<file path="config.mk">
export PLATFORM = sky130hd
export DESIGN_NAME = adder_seq_ctrl
export DESIGN_NICKNAME = d
export VERILOG_FILES = /design/src/rtl/adder_seq_ctrl.sv
export SDC_FILE = /design/constraint.sdc
export NUM_CORES = 1
export LEC_CHECK = 0
export CAP_MARGIN = 20
export CORE_MARGIN = 5
export CORE_UTILIZATION = 53
export DETAILED_ROUTE_END_ITERATION = 10
export GPL_TIMING_DRIVEN = 0
export PLACE_DENSITY = 0.85
export SYNTH_ARGS = -nofsm -noshare
export SYNTH_HDL_FRONTEND = slang
export SYNTH_SLANG_ARGS = --single-unit
export TNS_END_PERCENT = 50
</file>
<file path="constraint.sdc">
create_clock -name clk -period 8.1 [get_ports clk]
set_input_delay 0.81 -clock clk [delete_from_list [all_inputs] [get_ports clk]]
set_output_delay 0.81 -clock clk [all_outputs]
set_load 0.01 [all_outputs]
</file>
<file path="src/rtl/adder_seq_ctrl.sv">
// Wide adder built from one WIDTH-bit slice, one chunk per cycle, with the carry held in a register.
// The result is valid CHUNKS cycles after acceptance and is held in DONE until out_ready; no request is taken while busy.
module adder_seq_ctrl #(
  parameter int WIDTH  = 4,
  parameter int CHUNKS = 4
) (
  input  logic                    clk,
  input  logic                    rst,
  input  logic                    in_valid,
  output logic                    in_ready,
  input  logic [WIDTH*CHUNKS-1:0] a,
  input  logic [WIDTH*CHUNKS-1:0] b,
  input  logic                    cin,
  output logic                    out_valid,
  input  logic                    out_ready,
  output logic [WIDTH*CHUNKS-1:0] sum,
  output logic                    cout,
  output logic                    busy
);

  localparam int N  = WIDTH * CHUNKS;
  localparam int IW = (CHUNKS > 1) ? $clog2(CHUNKS) : 1;
  localparam logic [IW-1:0] LAST = IW'(CHUNKS - 1);

  localparam logic [1:0] IDLE = 2'd0;
  localparam logic [1:0] RUN  = 2'd1;
  localparam logic [1:0] DONE = 2'd2;

  logic [1:0]       state;
  logic [N-1:0]     a_q;
  logic [N-1:0]     b_q;
  logic [N-1:0]     sum_q;
  logic             carry;
  logic             cout_q;
  logic [IW-1:0]    idx;
  logic [WIDTH-1:0] a_sl;
  logic [WIDTH-1:0] b_sl;
  logic [WIDTH:0]   slice;

  always_comb begin
    a_sl  = a_q[idx*WIDTH +: WIDTH];
    b_sl  = b_q[idx*WIDTH +: WIDTH];
    slice = {1'b0, a_sl} + {1'b0, b_sl} + {{WIDTH{1'b0}}, carry};
  end

  always_ff @(posedge clk) begin
    if (rst) begin
      state  <= IDLE;
      a_q    <= '0;
      b_q    <= '0;
      sum_q  <= '0;
      carry  <= 1'b0;
      cout_q <= 1'b0;
      idx    <= '0;
    end else begin
      case (state)
        IDLE: begin
          if (in_valid) begin
            a_q   <= a;
            b_q   <= b;
            carry <= cin;
            idx   <= '0;
            sum_q <= '0;
            state <= RUN;
          end
        end
        RUN: begin
          sum_q[idx*WIDTH +: WIDTH] <= slice[WIDTH-1:0];
          carry                     <= slice[WIDTH];
          // idx parks on the last chunk rather than wrapping; acceptance clears it.
          if (idx == LAST) begin
            cout_q <= slice[WIDTH];
            state  <= DONE;
          end else begin
            idx <= idx + IW'(1);
          end
        end
        DONE: begin
          if (out_ready) begin
            state <= IDLE;
          end
        end
        default: state <= IDLE;
      endcase
    end
  end

  assign in_ready  = (state == IDLE);
  assign out_valid = (state == DONE);
  assign busy      = (state != IDLE);
  assign sum       = sum_q;
  assign cout      = cout_q;

endmodule
</file>
# == Word level (Yosys, flattened, before mapping) ==
# Index checks and enable logic that the tools add are counted.
# totals
register_bits,54
latchBits,0
mem_bits_rw,0
mem_bits_ro,0
input_bits,37
output_inout_bits,20
elab_cells,42
n_memories,0
# op_classes
addsub,4
n_mul,0
div_mod_pow,0
order_cmp,0
n_eq_ne,7
shifts,4
mux,12
n_bitwise,0
reduce_logical,8
# ops
operator,count
$neg A4 Y34,1
$shift A4 B34 Y16 const A,1
$shiftx A4 B34 Y16,1
$pmux W16 S2,1
$shiftx A16 B5 Y4,2
$bwmux W16,1
$mux W16,1
$mux W2,5
$ne A2 B2 Y1 const B,3
$pmux W2 S3,1
$reduce_and A2 Y1,3
$reduce_and A3 Y1,2
$add A4 B4 Y5,1
$add A5 B1 Y5,1
$eq A2 B2 Y1 const B,2
$pmux W2 S2,1
$reduce_bool A2 Y1,2
$add A2 B1 Y2 const B,1
$eq A2 B1 Y1 const B,1
$logic_not A2 Y1,1
$ne A2 B1 Y1 const B,1
$pmux W1 S2,1
$mux W1,1

# == Longest topological paths before layout ==
# logic_depth
word_depth,6
depth_mapped,8
mapped_depth_nobuf,7

# == Worst setup path after synthesis ==
# No wires, ideal clock.
# synth_path
path_kind,reg-to-reg
startpoint,register idx[0]
endpoint,register carry
setup_time_ns,0.125
t_arrival_ns,2.660
t_required_ns,7.975
path_slack_ns,5.315
path_stages_with_launch,9
path_buffers,1
period_less_slack_ns,2.785
cell_sequence,dfxtp_1 buf_2 mux4_2 fa_1 fa_1 a21o_1 a21oi_1 o221ai_1 nor2b_1
# synth_between
elab_chain_len,4
elab_cells_between_ends,5
cone_classes,add/sub: 2; shift: 2; mux: 1
# synth_lines
element,line,text
"start, declared",35,logic [IW-1:0] idx;
"start signal, assigned",75,idx <= idx + IW'(1);
$shiftx A16 B5 Y4 (on tied branches),"41, 42",
$add A4 B4 Y5 *,43,"slice = {1'b0, a_sl} + {1'b0, b_sl} + {{WIDTH{1'b0}}, carry};"
$add A5 B1 Y5 *,43,
$pmux W1 S2 *,56,case (state)
"end signal, assigned",61,carry <= cin;
"end signal, assigned",69,carry <= slice[WIDTH];
"end, declared",33,logic carry;
# Mark *: on every way between the ends. The rest lies on a longest branch, timed or not.
# A chain may end at the register's enable or synchronous reset.

# == Worst setup path after layout ==
# Same ends and word-level chain as after synthesis.

==> metrics.md <==
| Metric | Value |
|---|---|
| Status | finished clean |
| Post-CTS Setup Inserts | 0 |
| Input/output buffers | 55 |
| Reg clk slew, reported paths | 0.09 ns |
| Worst Hold Path Cells | 2 |
| Synthesis Warnings | 0 |
| Bufs on Longest Clock Path | 2 |
| Post-route ant nets | 0 |
| Number of max-cap violations | 0 |
| Die area | 0.00592 sq mm |
| Peak Freq | 315 MHz |
| Post-synth cell types | 31 |
| Worst-case reg-to-reg path depth | 8 |
| Die width | 76.9 um |
| Resize count post-CTS | 0 |
| Crit path kind | reg2reg |
| Hold bufs inserted after CTS | 0 |
| Final core utilization | 0.706 |
| Area growth from synthesis to layout | 29.4% |
| Worst skew pair latency | 0.31 ns |
| Synthesized net count | 309 |
| First-pass GRT wire length | 9070 um |
| CTS tree | done |
| Gpl congestion | 0.814 |
| Syn avg cell area | 9.03 sq um |
| Total grt overflow | 0 |
| Power Density | 171 mW/mm^2 |
| Mapped cell area | 0.00237 sq mm |
| Seq cells post-synth | 54 |
| Number of global-route vias before repair | 1,982 |
| Slew Viols, Final | 0 |
| Final-report hold violation count | 0 |
| Vias per cell | 5.48 |
| Max H-tree Level | 2 |
| Per-cell routed wire length | 14.3 um |
| Synth top area share | 0.455 |
| Die span in y | 76.9 um |
| Fillers | 335 |
| Max FO, Critical Path | 10 |
| Residual DRC count | 0 |
| Wirelength, routed | 5380 um |
| Clock Skews | 0.00940 ns |
| N_diodes | 0 |
| CP Capture Type | register |
| Startpoint Class | register |
| Worst Path Required | 8.29 ns |
| Period utilisation layout | 0.392 |
| DR vias | 2,060 |
| Share of layout cells above drive strength 1 | 0.0864 |
| Static leakage | 0.00119 uW |
| WP data arrival | 3.36 ns |
| Root Driver | clkbuf_8 |
| Gate Count Post-Synth | 263 |
| Io pins | 57 |
| CTS sink count | 54 |
| Synth area leaders | dfxtp_1 (46%), nand2_1 (12%), mux4_2 (7.6%) |
| Drt initial violations | 147 |
| Post-synth ARST share | 0 |
| Initial antenna violation count | 0 |
| Setup Viol. Count Final | 0 |
| Initial Utilization | 0.545 |
| Total GRT Usage | 0.187 |
| Largest net degree at the start of global routing | 15 |
| HPWL after DPL | 4150 um |
| Worst hold path type | reg2reg |
| Final min period | 3.17 ns |
| Core ar. | 0.00435 sq mm |
| Final TNS setup | 0 ns |
| Worst-Margin Slew | 0.618 ns |
| Final worst slack | 4.93 ns |
| DP Worst Slack | 4.95 ns |
| TritonRoute pass-1 iters | 4 |
| RSZ-0062 raised after global routing | no |
| Nets | 371 |
| Sequential-to-total area share from yosys stat | 0.455 |
| Max VDD drop | 0.110 mV |
| Area leader, netlist | dfxtp_1 |
| Main synth FF type | dfxtp_1 |
| Post-synth EDFFs | 0 |
| Slew HR | 0.588 |
| Row cnt | 24 |
| TritonCTS buffer count | 5 |
## cell type report
class | count | area, sq um | area share
Tap cell | 52 | 65.1 | 0.0212
Clock buffer | 6 | 82.6 | 0.0269
Sequential cell | 54 | 1080 | 0.352
Buffer | 16 | 95.1 | 0.0309
Inverter | 4 | 15.0 | 0.00489
Multi-Input combinational cell | 189 | 1180 | 0.385
Timing Repair Buffer | 55 | 551 | 0.179
## power breakdown
part,total [uW],internal (uW),leakage [uW],switching (uW)
Sequential,284,277,0.000441,6.75
Clock,147,66.1,0.0000431,80.8
Combinational,93.7,46.4,0.000707,47.3
Total,524,390,0.00119,135
## sequential cells by signal, summed over array words and instances (netlist names)
name and flops:
a_q 16, b_q 16, sum 16, idx 2, state 2, carry 1
cout 1
## worst paths after layout
kind                                          start                   to  slack [ns]
worst max-delay path            idx[0]$_SDFFE_PP0P_   carry$_SDFFE_PP0P_        4.93
worst min-delay path            b_q[3]$_SDFFE_PP0P_  b_q[3]$_SDFFE_PP0P_        0.46
worst max register to register  idx[0]$_SDFFE_PP0P_   carry$_SDFFE_PP0P_        4.93
worst min register to register  b_q[3]$_SDFFE_PP0P_  b_q[3]$_SDFFE_PP0P_        0.46
## metal layers
layer | share of wire | GRT usage | vias to the layer above
met4 | 0.016 | 0.0594 | 0
met5 | 0 | 0 | -
met2 | 0.48 | 0.319 | 60
met1 | 0.44 | 0.228 | 960
met3 | 0.059 | 0.0504 | 9
li1 | - | - | 1031
## kinds of logic after synthesis
group / Yosys count / synth area share
AOI/OAI and AO/OA: 62 / 0.163
xor gates and xnor gates: 1 / 0.00369
adders and majority gates: 9 / 0.0537
buffers and inverters: 20 / 0.0464
DFF: 54 / 0.455
muxes: 8 / 0.0759
and+or+nand+nor: 109 / 0.202
## cell usage in the layout, fill, tap and decap left out, types with 6 or more instances in the layout
cell / count
a21o_1: 6
a21oi_1: 35
a22oi_1: 14
clkbuf_1: 6
clkbuf_8: 6
clkdlybuf4s50_1: 55
dfxtp_1: 54
ha_1: 7
mux4_2: 8
nand2_1: 74
nor2_1: 21
## worst max-delay path, cell delays in order (launching register included)
cell      delay [ns]
dfxtp_1         0.49
buf_2           0.38
mux4_2          0.60
fa_1            0.45
fa_1            0.41
a21o_1          0.20
a21oi_1         0.25
o221ai_1        0.14
nor2b_1         0.15
## through the flow
step | instance area [sq um] | cells | hold slack (ns) | power [uW]
after floorplan | 2370 | 263 | 0.433 | 346
after global placement | 2990 | 370 | 0.439 | 381
after detailed placement | 2990 | 370 | 0.448 | 383
after CTS | 3070 | 376 | 0.460 | 524
after global routing | 3070 | 376 | 0.478 | 546
final | 3070 | 376 | 0.456 | 524
## cell usage after synthesis (2+ instances only)
library cell and n:
clkbuf_1 6, a22oi_1 14, ha_1 7, a32oi_1 4
nand2_1 74, a21oi_1 35, fa_1 2, nand2b_1 2
a21o_1 6, buf_2 4, inv_1 4, nor2b_1 3
mux4_2 8, nor2_1 21, dfxtp_1 54, buf_6 3
buf_4 2
(Power assumes the default switching activity.)
